### src/rtl/deco_exe_reg_if.sv
// Decode/execute pipeline-register bus: decode-side inputs, execute-side
// outputs and the trig-unit handshake grouped into one interface.
interface deco_exe_reg_if #(
    parameter int DATA_W = 32,
    parameter int REG_AW = 4
);
    // Decode-stage side
    logic              valid_d;
    logic [14:0]       ctrl_d;
    logic              blink_d;
    logic [DATA_W-1:0] rd1_d;
    logic [DATA_W-1:0] rd2_d;
    logic [DATA_W-1:0] imm_d;
    logic [REG_AW-1:0] ra1_d;
    logic [REG_AW-1:0] ra2_d;
    logic [REG_AW-1:0] wa3_d;
    logic              stall_d;
    logic              flush_e;
    logic              trig_done;

    // Execute-stage side
    logic              valid_e;
    logic [14:0]       ctrl_e;
    logic              blink_e;
    logic [DATA_W-1:0] rd1_e;
    logic [DATA_W-1:0] rd2_e;
    logic [DATA_W-1:0] imm_e;
    logic [REG_AW-1:0] ra1_e;
    logic [REG_AW-1:0] ra2_e;
    logic [REG_AW-1:0] wa3_e;
    logic              trig_start;
    logic              hold_de;
    logic              trig_err;

    // Pipeline / environment view: drives decode side, observes execute side
    modport master (
        output valid_d, ctrl_d, blink_d, rd1_d, rd2_d, imm_d,
               ra1_d, ra2_d, wa3_d, stall_d, flush_e, trig_done,
        input  valid_e, ctrl_e, blink_e, rd1_e, rd2_e, imm_e,
               ra1_e, ra2_e, wa3_e, trig_start, hold_de, trig_err
    );

    // Register view
    modport slave (
        input  valid_d, ctrl_d, blink_d, rd1_d, rd2_d, imm_d,
               ra1_d, ra2_d, wa3_d, stall_d, flush_e, trig_done,
        output valid_e, ctrl_e, blink_e, rd1_e, rd2_e, imm_e,
               ra1_e, ra2_e, wa3_e, trig_start, hold_de, trig_err
    );
endinterface

### src/rtl/deco_exe_reg.sv
// Decode->execute pipeline register for the PDA core. Captures the decode
// control bundle and operands, applies stall/flush, and sequences the
// multi-cycle SIN/COS handshake by holding E while the trig unit runs.
//
// ctrl bundle bit map (MSB..LSB):
//   [14] pcSrc  [13] regWrite  [12] immSrc  [11] aluSrc  [10] trigControl
//   [9:6] aluControl  [5] memWrite  [4] memPixWrite  [3:2] memToReg
//   [1] branch  [0] flagWrite
module deco_exe_reg #(
    parameter int DATA_W       = 32,
    parameter int REG_AW       = 4,
    parameter int TRIG_TIMEOUT = 64
) (
    input  logic           clk,
    input  logic           rst_n,
    deco_exe_reg_if.slave  bus
);
    localparam int CTRL_W   = 15;
    localparam int TRIG_BIT = 10;

    localparam logic [0:0] ST_IDLE      = 1'b0;
    localparam logic [0:0] ST_TRIG_WAIT = 1'b1;

    localparam int              CNT_W    = (TRIG_TIMEOUT > 1) ? $clog2(TRIG_TIMEOUT) : 1;
    localparam logic [CNT_W-1:0] CNT_LAST = CNT_W'(TRIG_TIMEOUT - 1);

    // FSM / handshake state
    logic [0:0]       state_q, state_d;
    logic [CNT_W-1:0] cnt_q, cnt_d;
    logic             trig_start_q, trig_start_d;
    logic             trig_err_q, trig_err_d;

    // E-stage payload
    logic              valid_q, valid_d;
    logic [CTRL_W-1:0] ctrl_q, ctrl_d;
    logic              blink_q, blink_d;
    logic [DATA_W-1:0] rd1_q, rd1_d;
    logic [DATA_W-1:0] rd2_q, rd2_d;
    logic [DATA_W-1:0] imm_q, imm_d;
    logic [REG_AW-1:0] ra1_q, ra1_d;
    logic [REG_AW-1:0] ra2_q, ra2_d;
    logic [REG_AW-1:0] wa3_q, wa3_d;

    // Control decode shared by the payload and FSM next-state logic
    logic in_wait;
    logic timeout;
    logic release_w;
    logic e_update;
    logic do_flush;
    logic do_load;
    logic enter_wait;

    assign in_wait    = (state_q == ST_TRIG_WAIT);
    // A timeout releases E exactly as a trig_done would
    assign timeout    = in_wait && (cnt_q == CNT_LAST);
    assign release_w  = in_wait && (bus.trig_done || timeout);
    // E follows the normal flush/stall/load rules in IDLE and on the release edge
    assign e_update   = !in_wait || release_w;
    assign do_flush   = e_update && bus.flush_e;
    assign do_load    = e_update && !bus.flush_e && !bus.stall_d;
    assign enter_wait = do_load && bus.valid_d && bus.ctrl_d[TRIG_BIT];

    // Next E payload: flush beats stall beats load; otherwise hold
    always_comb begin
        // NOTE: every always_comb output gets a default first so no path leaves it unassigned (no latch).
        valid_d = valid_q;
        ctrl_d  = ctrl_q;
        blink_d = blink_q;
        rd1_d   = rd1_q;
        rd2_d   = rd2_q;
        imm_d   = imm_q;
        ra1_d   = ra1_q;
        ra2_d   = ra2_q;
        wa3_d   = wa3_q;
        if (do_flush) begin
            valid_d = 1'b0;
            ctrl_d  = '0;
            blink_d = 1'b0;
            rd1_d   = '0;
            rd2_d   = '0;
            imm_d   = '0;
            ra1_d   = '0;
            ra2_d   = '0;
            wa3_d   = '0;
        end else if (do_load) begin
            valid_d = bus.valid_d;
            ctrl_d  = bus.valid_d ? bus.ctrl_d  : '0;
            blink_d = bus.valid_d ? bus.blink_d : 1'b0;
            rd1_d   = bus.rd1_d;
            rd2_d   = bus.rd2_d;
            imm_d   = bus.imm_d;
            ra1_d   = bus.ra1_d;
            ra2_d   = bus.ra2_d;
            wa3_d   = bus.wa3_d;
        end
    end

    // Trig FSM, wait counter, start pulse and sticky timeout flag
    always_comb begin
        state_d      = state_q;
        cnt_d        = cnt_q;
        trig_start_d = enter_wait;
        trig_err_d   = trig_err_q | timeout;
        if (enter_wait) begin
            state_d = ST_TRIG_WAIT;
            cnt_d   = '0;
        end else if (release_w) begin
            state_d = ST_IDLE;
            cnt_d   = '0;
        end else if (in_wait) begin
            cnt_d   = cnt_q + CNT_W'(1);
        end
    end

    // State and payload registers, cleared asynchronously
    always_ff @(posedge clk or negedge rst_n) begin
        // NOTE: sequential state uses non-blocking assignments so all flops sample pre-edge values.
        if (!rst_n) begin
            state_q      <= ST_IDLE;
            cnt_q        <= '0;
            trig_start_q <= 1'b0;
            trig_err_q   <= 1'b0;
            valid_q      <= 1'b0;
            ctrl_q       <= '0;
            blink_q      <= 1'b0;
            rd1_q        <= '0;
            rd2_q        <= '0;
            imm_q        <= '0;
            ra1_q        <= '0;
            ra2_q        <= '0;
            wa3_q        <= '0;
        end else begin
            state_q      <= state_d;
            cnt_q        <= cnt_d;
            trig_start_q <= trig_start_d;
            trig_err_q   <= trig_err_d;
            valid_q      <= valid_d;
            ctrl_q       <= ctrl_d;
            blink_q      <= blink_d;
            rd1_q        <= rd1_d;
            rd2_q        <= rd2_d;
            imm_q        <= imm_d;
            ra1_q        <= ra1_d;
            ra2_q        <= ra2_d;
            wa3_q        <= wa3_d;
        end
    end

    assign bus.valid_e    = valid_q;
    assign bus.ctrl_e     = ctrl_q;
    assign bus.blink_e    = blink_q;
    assign bus.rd1_e      = rd1_q;
    assign bus.rd2_e      = rd2_q;
    assign bus.imm_e      = imm_q;
    assign bus.ra1_e      = ra1_q;
    assign bus.ra2_e      = ra2_q;
    assign bus.wa3_e      = wa3_q;
    assign bus.trig_start = trig_start_q;
    assign bus.trig_err   = trig_err_q;
    // Drops in the release cycle itself so decode advances with no bubble
    assign bus.hold_de    = in_wait && !(bus.trig_done || timeout);
endmodule
### src/flat_wrapper.sv
// flat-port wrapper written by rule: the top's interface ports become plain ports
module deco_exe_reg_flat 
#(
    parameter int DATA_W       = 32,
    parameter int REG_AW       = 4,
    parameter int TRIG_TIMEOUT = 64
)
  (clk, rst_n, bus_valid_d, bus_ctrl_d, bus_blink_d, bus_rd1_d, bus_rd2_d, bus_imm_d, bus_ra1_d, bus_ra2_d, bus_wa3_d, bus_stall_d, bus_flush_e, bus_trig_done, bus_valid_e, bus_ctrl_e, bus_blink_e, bus_rd1_e, bus_rd2_e, bus_imm_e, bus_ra1_e, bus_ra2_e, bus_wa3_e, bus_trig_start, bus_hold_de, bus_trig_err);
  deco_exe_reg_if #(.DATA_W(DATA_W), .REG_AW(REG_AW)) bus_i ();
  input  logic clk;
  input  logic rst_n;
  input wire logic [$bits(bus_i.valid_d)-1:0] bus_valid_d;
  input wire logic [$bits(bus_i.ctrl_d)-1:0] bus_ctrl_d;
  input wire logic [$bits(bus_i.blink_d)-1:0] bus_blink_d;
  input wire logic [$bits(bus_i.rd1_d)-1:0] bus_rd1_d;
  input wire logic [$bits(bus_i.rd2_d)-1:0] bus_rd2_d;
  input wire logic [$bits(bus_i.imm_d)-1:0] bus_imm_d;
  input wire logic [$bits(bus_i.ra1_d)-1:0] bus_ra1_d;
  input wire logic [$bits(bus_i.ra2_d)-1:0] bus_ra2_d;
  input wire logic [$bits(bus_i.wa3_d)-1:0] bus_wa3_d;
  input wire logic [$bits(bus_i.stall_d)-1:0] bus_stall_d;
  input wire logic [$bits(bus_i.flush_e)-1:0] bus_flush_e;
  input wire logic [$bits(bus_i.trig_done)-1:0] bus_trig_done;
  output wire logic [$bits(bus_i.valid_e)-1:0] bus_valid_e;
  output wire logic [$bits(bus_i.ctrl_e)-1:0] bus_ctrl_e;
  output wire logic [$bits(bus_i.blink_e)-1:0] bus_blink_e;
  output wire logic [$bits(bus_i.rd1_e)-1:0] bus_rd1_e;
  output wire logic [$bits(bus_i.rd2_e)-1:0] bus_rd2_e;
  output wire logic [$bits(bus_i.imm_e)-1:0] bus_imm_e;
  output wire logic [$bits(bus_i.ra1_e)-1:0] bus_ra1_e;
  output wire logic [$bits(bus_i.ra2_e)-1:0] bus_ra2_e;
  output wire logic [$bits(bus_i.wa3_e)-1:0] bus_wa3_e;
  output wire logic [$bits(bus_i.trig_start)-1:0] bus_trig_start;
  output wire logic [$bits(bus_i.hold_de)-1:0] bus_hold_de;
  output wire logic [$bits(bus_i.trig_err)-1:0] bus_trig_err;
  assign bus_i.valid_d = bus_valid_d;
  assign bus_i.ctrl_d = bus_ctrl_d;
  assign bus_i.blink_d = bus_blink_d;
  assign bus_i.rd1_d = bus_rd1_d;
  assign bus_i.rd2_d = bus_rd2_d;
  assign bus_i.imm_d = bus_imm_d;
  assign bus_i.ra1_d = bus_ra1_d;
  assign bus_i.ra2_d = bus_ra2_d;
  assign bus_i.wa3_d = bus_wa3_d;
  assign bus_i.stall_d = bus_stall_d;
  assign bus_i.flush_e = bus_flush_e;
  assign bus_i.trig_done = bus_trig_done;
  assign bus_valid_e = bus_i.valid_e;
  assign bus_ctrl_e = bus_i.ctrl_e;
  assign bus_blink_e = bus_i.blink_e;
  assign bus_rd1_e = bus_i.rd1_e;
  assign bus_rd2_e = bus_i.rd2_e;
  assign bus_imm_e = bus_i.imm_e;
  assign bus_ra1_e = bus_i.ra1_e;
  assign bus_ra2_e = bus_i.ra2_e;
  assign bus_wa3_e = bus_i.wa3_e;
  assign bus_trig_start = bus_i.trig_start;
  assign bus_hold_de = bus_i.hold_de;
  assign bus_trig_err = bus_i.trig_err;
  deco_exe_reg #(.DATA_W(DATA_W), .REG_AW(REG_AW), .TRIG_TIMEOUT(TRIG_TIMEOUT)) u_core (.clk(clk), .rst_n(rst_n), .bus(bus_i));
endmodule
### config.mk
export PLATFORM = sky130hd
export DESIGN_NAME = deco_exe_reg_flat
export DESIGN_NICKNAME = d
export VERILOG_FILES = /design/src/rtl/deco_exe_reg_if.sv /design/src/rtl/deco_exe_reg.sv /design/src/flat_wrapper.sv
export SDC_FILE = /design/constraint.sdc
export NUM_CORES = 1
export LEC_CHECK = 0
export BUFFER_PORTS_ARGS = -buffer_cell sky130_fd_sc_hd__buf_2
export CORE_AREA = 2 2 123 125
export CTS_CLUSTER_DIAMETER = 120
export DETAILED_ROUTE_END_ITERATION = 10
export DIE_AREA = 0 0 125 127
export PLACE_DENSITY = 0.79
export SLEW_MARGIN = 10
export SYNTH_ARGS = -nofsm -noshare
export SYNTH_HDL_FRONTEND = slang
export SYNTH_SLANG_ARGS = --single-unit
### constraint.sdc
create_clock -name clk -period 2.4 [get_ports clk]
set_clock_uncertainty 0.15 [all_clocks]
set_input_delay 0.12 -clock clk [delete_from_list [all_inputs] [get_ports clk]]
set_output_delay 0.12 -clock clk [all_outputs]
set_load 0.005 [all_outputs]
# Yosys cells after proc, flatten, opt, wreduce, memory -nomap -nowiden
# Cells that the tools add are included.
# word_totals
regBits	134
out_inout_bits	128
# classes
addsub	1
n_eq_ne	1
n_mux	25
bitwise_logic	1
n_reduce_logical	17
# op_table
cell	n
$mux W32	6
$mux W15	3
$mux W4	6
$mux W6	3
$logic_and A1 B1 Y1	8
$mux W1	7
$add A6 B1 Y6 const B	1
$eq A6 B6 Y1 const B	1
$logic_not A1 Y1	4
$reduce_bool A2 Y1	2
$reduce_bool A3 Y1	1
$logic_or A1 B1 Y1	2
$or A1 B1 Y1	1

# Logic depth before layout (Yosys ltp)
# depth
ltp_word	10
mapped_depth	9
mapped_depth_nobuf	5

# Worst setup path before layout
# No wires, ideal clock.
# synth_path
path_type	reg2reg
startpoint	register u_core.cnt_q[0]
endpoint	register u_core.rd1_q[10] (netlist: u_core.bus.rd1_e[10])
arrival_ns	1.722
path_slack_ns	0.459
stages_incl_launch_ff	10
path_cell_list	dfrtp_1 -> ha_1 -> and3_4 -> a31oi_4 -> buf_6 -> buf_6 -> buf_4 -> buf_2 -> nand2_1 -> nand3_1
# synth_between
elab_chain_cells	8
word_cells_on_any_way	10
# synth_rtl
element	line	source
start, declared	deco_exe_reg.sv:29	logic [CNT_W-1:0] cnt_q, cnt_d;
start signal, assigned	deco_exe_reg.sv:134	cnt_q <= cnt_d;
$eq A6 B6 Y1 *	deco_exe_reg.sv:55	assign timeout = in_wait && (cnt_q == CNT_LAST);
$logic_and A1 B1 Y1 *	deco_exe_reg.sv:55	
$logic_or A1 B1 Y1 *	deco_exe_reg.sv:56	assign release_w = in_wait && (bus.trig_done || timeout);
$logic_and A1 B1 Y1 *	deco_exe_reg.sv:56	
$logic_or A1 B1 Y1 *	deco_exe_reg.sv:58	assign e_update = !in_wait || release_w;
$logic_and A1 B1 Y1 (2 in a row)	deco_exe_reg.sv:60	assign do_load = e_update && !bus.flush_e && !bus.stall_d;
$reduce_bool A2 Y1 (no line)	--	
end signal, assigned	deco_exe_reg.sv:140	rd1_q <= rd1_d;
end, declared	deco_exe_reg.sv:37	logic [DATA_W-1:0] rd1_q, rd1_d;
# Every way passes the cells marked *; elsewhere a longest branch is shown, timed or not.
# A chain may end at the register's enable or synchronous reset.

# Worst setup path after layout
# layout_path
startpoint	register u_core.cnt_q[0]
endpoint	register u_core.state_q (netlist: u_core.in_wait)
# layout_between
elab_chain_cells	10
word_cells_on_any_way	11
# layout_rtl
element	line	source
$eq A6 B6 Y1 *	deco_exe_reg.sv:55	
$logic_and A1 B1 Y1 *	deco_exe_reg.sv:55	
$logic_or A1 B1 Y1 *	deco_exe_reg.sv:56	
$logic_and A1 B1 Y1 *	deco_exe_reg.sv:56	
$logic_or A1 B1 Y1	deco_exe_reg.sv:58	
$logic_and A1 B1 Y1 (2 in a row)	deco_exe_reg.sv:60	
$logic_and A1 B1 Y1 (2 in a row)	deco_exe_reg.sv:61	assign enter_wait = do_load && bus.valid_d && bus.ctrl_d[TRIG_BIT];
$mux W1 / $reduce_bool A2 Y1 (equally long branches)	--	
end signal, assigned	deco_exe_reg.sv:133	state_q <= state_d;
end, declared	deco_exe_reg.sv:28	logic [0:0] state_q, state_d;
# Marked as above.

==> impl_metrics.env <==
export IMPL_start_kind="flip-flop"
export IMPL_grt_pass1_vias=6424
export IMPL_r2r_start="u_core.cnt_q[0]"
export IMPL_clk_pin_slew_worst_paths_ns=0.06
export IMPL_p_leak_nw=5.02
export IMPL_cts_sinks=134
export IMPL_fmax_mhz=434
export IMPL_instances_no_fill=1227
export IMPL_p_comb_share_pct=13.9
export IMPL_grt_ovfl_total=0
export IMPL_numCtsBuffers=17
export IMPL_switchingPower_w=0.00151
export IMPL_min_delay_start="bus_trig_done"
export IMPL_synth_flop_cell="dfrtp_1"
export IMPL_nFillCells=1066
export IMPL_vias=6529
export IMPL_yosys_top_cells_area="dfrtp_1 (52%), or4b_1 (17%), nand2_1 (13%)"
export IMPL_crit_required_ns=2.59
export IMPL_sw_frac_of_total_pct=25.0
export IMPL_wl_per_cell_microns=16.3
export IMPL_drive_gt1_share_pct=29.6
export IMPL_start_util_pct=44.9
export IMPL_synth_seq_area_share_pct=51.8
export IMPL_cts_tree="done"
export IMPL_avgSynthCellArea_sq_um=9.57
export IMPL_crit_type="flip-flop to flip-flop"
export IMPL_clock_latency_ns=0.41
export IMPL_max_vdd_ir_drop_v=0.000432
export IMPL_grt_start_max_net_pins=109
export IMPL_grt_pass1_wl_microns=32100
export IMPL_end_kind="flip-flop"
export IMPL_synth_most_common_cell="nand2_1"
export IMPL_yosysTopAreaCell="dfrtp_1"
export IMPL_gp_congestion=0.822
export IMPL_cp_buffers_inverters=3
export IMPL_netlist_area_sq_um=6470
export IMPL_synth_adder_area_share_pct=0.193
export IMPL_area_growth_pct=50.6
export IMPL_crit_start="u_core.cnt_q[0]"
export IMPL_cap_viol_max_count=0
export IMPL_finalCritPeriodShare_pct=96.1
export IMPL_ys_async_sr_fraction_pct=100
export IMPL_antenna_found_initial=1
export IMPL_seq_area_sq_um=3350
export IMPL_reg2reg_slack_ns=0.09
export IMPL_finalSetupTns_ns=0
export IMPL_synth_compound_area_share_pct=3.50
export IMPL_ys_warnings_count=0
export IMPL_r2r_end="u_core.in_wait"
export IMPL_setup_viol=0
export IMPL_dp_hpwl_microns=11100
export IMPL_drt_iter0_drc=457
export IMPL_cts_htree_levels=4
export IMPL_yosysTopAreaCellShare_pct=51.8
export IMPL_synthXorXnorAreaFrac_pct=0.271
export IMPL_cpMaxStageDelayCell="dlygate4sd3_1"
export IMPL_final_nets=1160
export IMPL_status="completed"
export IMPL_path_delay_family="buffers and inverters"
export IMPL_multiInputGateArea_sq_um=2800
export IMPL_ant_nets=0
export IMPL_die_area_sq_um=15900
export IMPL_synth_cell_types=27
export IMPL_max_stage_delay_ns=0.55
export IMPL_synthTopCellsByCount="nand2_1 (217), dfrtp_1 (134), nand3_1 (108), or4b_1 (108), clkbuf_1 (40)"
export IMPL_io_buffers=257
export IMPL_path_max_fanout=22
export IMPL_hold_path_depth=3
export IMPL_avgViaCountPerCell=5.32
export IMPL_drc=0
export IMPL_slew_limit_headroom_pct=28.2
export IMPL_drv_slew=0
export IMPL_rows=44
export IMPL_synth_simple_gate_area_share_pct=39.0
export IMPL_ys_seq_elements=134
export IMPL_syn_inst=676
export IMPL_dp_cells=1065
export IMPL_ios=258
export IMPL_tightest_slew_ns=1.07
export IMPL_internal_power_w=0.00452
export IMPL_die_h_microns=127
export IMPL_p_clk_share_pct=44.4
export IMPL_synth_top_family_by_area="simple AND/OR/NAND/NOR gates"
export IMPL_cellPowerDensity_nw_per_um2=619
export IMPL_power_frac_seq_pct=41.7
export IMPL_core_area_sq_um=14400
export IMPL_clockBufferDepth=2
export IMPL_min_period_ns=2.31
export IMPL_grt_usage_pct=24.9
export IMPL_cp_cell_sequence="ha_1, and3_4, a31oi_4, buf_4, buf_6, a21o_1, dlygate4sd3_1"
export IMPL_arrival_ns=2.50
export IMPL_fin_util_pct=67.6
export IMPL_rsz0062_at_grt="false"
export IMPL_hold_violations=0
export IMPL_synth_edf_count=0
export IMPL_hold_class="input port to flip-flop"
export IMPL_drtPass1Iterations=5
export IMPL_worstRegToRegCells=7
export IMPL_die_width_microns=125
export IMPL_totalWireLength_microns=19900
export IMPL_clockRootBuffer="clkbuf_16"
export IMPL_min_to="u_core.cnt_q[2]"
export IMPL_synth_net_count=807
export IMPL_synthMuxAreaShare_pct=0.174
==> layer usage <==
layer | track usage (%) | share of wire (%) | vias up
li1 | - | - | 3109
met1 | 29.9 | 39 | 3093
met2 | 42.5 | 51 | 273
met3 | 5.86 | 6.6 | 54
met4 | 11.7 | 3.6 | 0
met5 | 0 | 0 | -
==> metrics by stage <==
stage	power [W]	area, sq um	worst slack [ns]	hold slack (ns)
after floorplan	0.00284	6470	0.459	-0.326
after global placement	0.00319	7810	0.164	-0.154
after detailed placement	0.00320	7810	0.115	-0.154
after CTS	0.00606	9710	0.0669	0.00728
after global routing	0.00629	9750	0.0250	0.0856
final	0.00603	9750	0.0946	0.0161
==> cell usage in the layout (no fill, tap or decap), types with 2 or more instances in the layout <==
master / Yosys / layout
buf_2: 13 / 256
nand2_1: 217 / 217
dfrtp_1: 134 / 134
dlygate4sd3_1: 0 / 128
or4b_1: 108 / 108
nand3_1: 108 / 108
a22o_1: 18 / 18
clkbuf_16: 0 / 18
buf_4: 3 / 7
nor2_1: 6 / 6
clkinvlp_4: 0 / 5
inv_6: 0 / 3
bufinv_16: 0 / 3
buf_12: 0 / 3
nand2b_1: 2 / 2
o21ai_0: 2 / 2
a21o_1: 2 / 2
clkinv_2: 0 / 2
buf_6: 8 / 2
==> sequential cells by signal (all words and copies together), names as in the netlist <==
register / cells
u_core.bus.blink_e: 1
u_core.bus.ctrl_e: 15
u_core.bus.imm_e: 32
u_core.bus.ra1_e: 4
u_core.bus.ra2_e: 4
u_core.bus.rd1_e: 32
u_core.bus.rd2_e: 32
u_core.bus.trig_err: 1
u_core.bus.trig_start: 1
u_core.bus.valid_e: 1
u_core.bus.wa3_e: 4
u_core.cnt_q: 6
u_core.in_wait: 1
==> area by class of cell <==
class,count,area share (%)
Timing Repair Buffer,398,28.2
Antenna cell,1,0.0257
Multi-Input combinational cell,478,28.7
Sequential cell,134,34.4
Clock buffer,18,4.51
Clock inverter,14,1.77
Tap cell,184,2.36
==> power groups by stage <==
| stage | clock [W] | combinational [W] | sequential [W] |
|---|---|---|---|
| 5_1_grt | 0.00284 | 0.000918 | 0.00253 |
| 4_1_cts | 0.00273 | 0.000821 | 0.00251 |
| 2_1_floorplan | 0 | 0.000290 | 0.00255 |
| 6_report | 0.00268 | 0.000837 | 0.00251 |
| 3_3_place_gp | 0 | 0.000645 | 0.00254 |
| 3_5_place_dp | 0 | 0.000658 | 0.00255 |
==> tightest hold or removal path, stage by stage <==
cell      delay [ns]
buf_2           0.07
nand2b_1        0.22
o21ai_0         0.12
==> worst max-delay path by stage <==
stage	endpoint	slack (ns)	cells past startpoint
4_1_cts	bus_hold_de	0.07	6
6_report	u_core.in_wait	0.09	7
3_5_place_dp	u_core.bus.ctrl_e[12]	0.12	5
3_3_place_gp	u_core.bus.ctrl_e[4]	0.16	5
5_1_grt	u_core.in_wait	0.02	7
2_1_floorplan	u_core.bus.rd1_e[10]	0.46	9
==> cells by family (layout without fill, tap and decap cells) <==
group / Yosys count / in the layout
AO/OA/AOI/OAI: 26 / 26
XOR/XNOR: 2 / 2
flip-flops: 134 / 134
buffers and inverters: 64 / 430
adder cells (fa/ha/maj): 1 / 1
AND/OR/NAND/NOR: 448 / 448
multiplexers: 1 / 1
other: 0 / 1
==> timing repair <==
action | 4_1_cts | 5_1_grt
gates resized for setup | 0 | 2
hold endpoints to repair | 260 | 0
setup endpoints to repair | 0 | 1
setup buffers | 0 | 0
hold buffers | 128 | 0
Power figures use the tool's default switching activity.
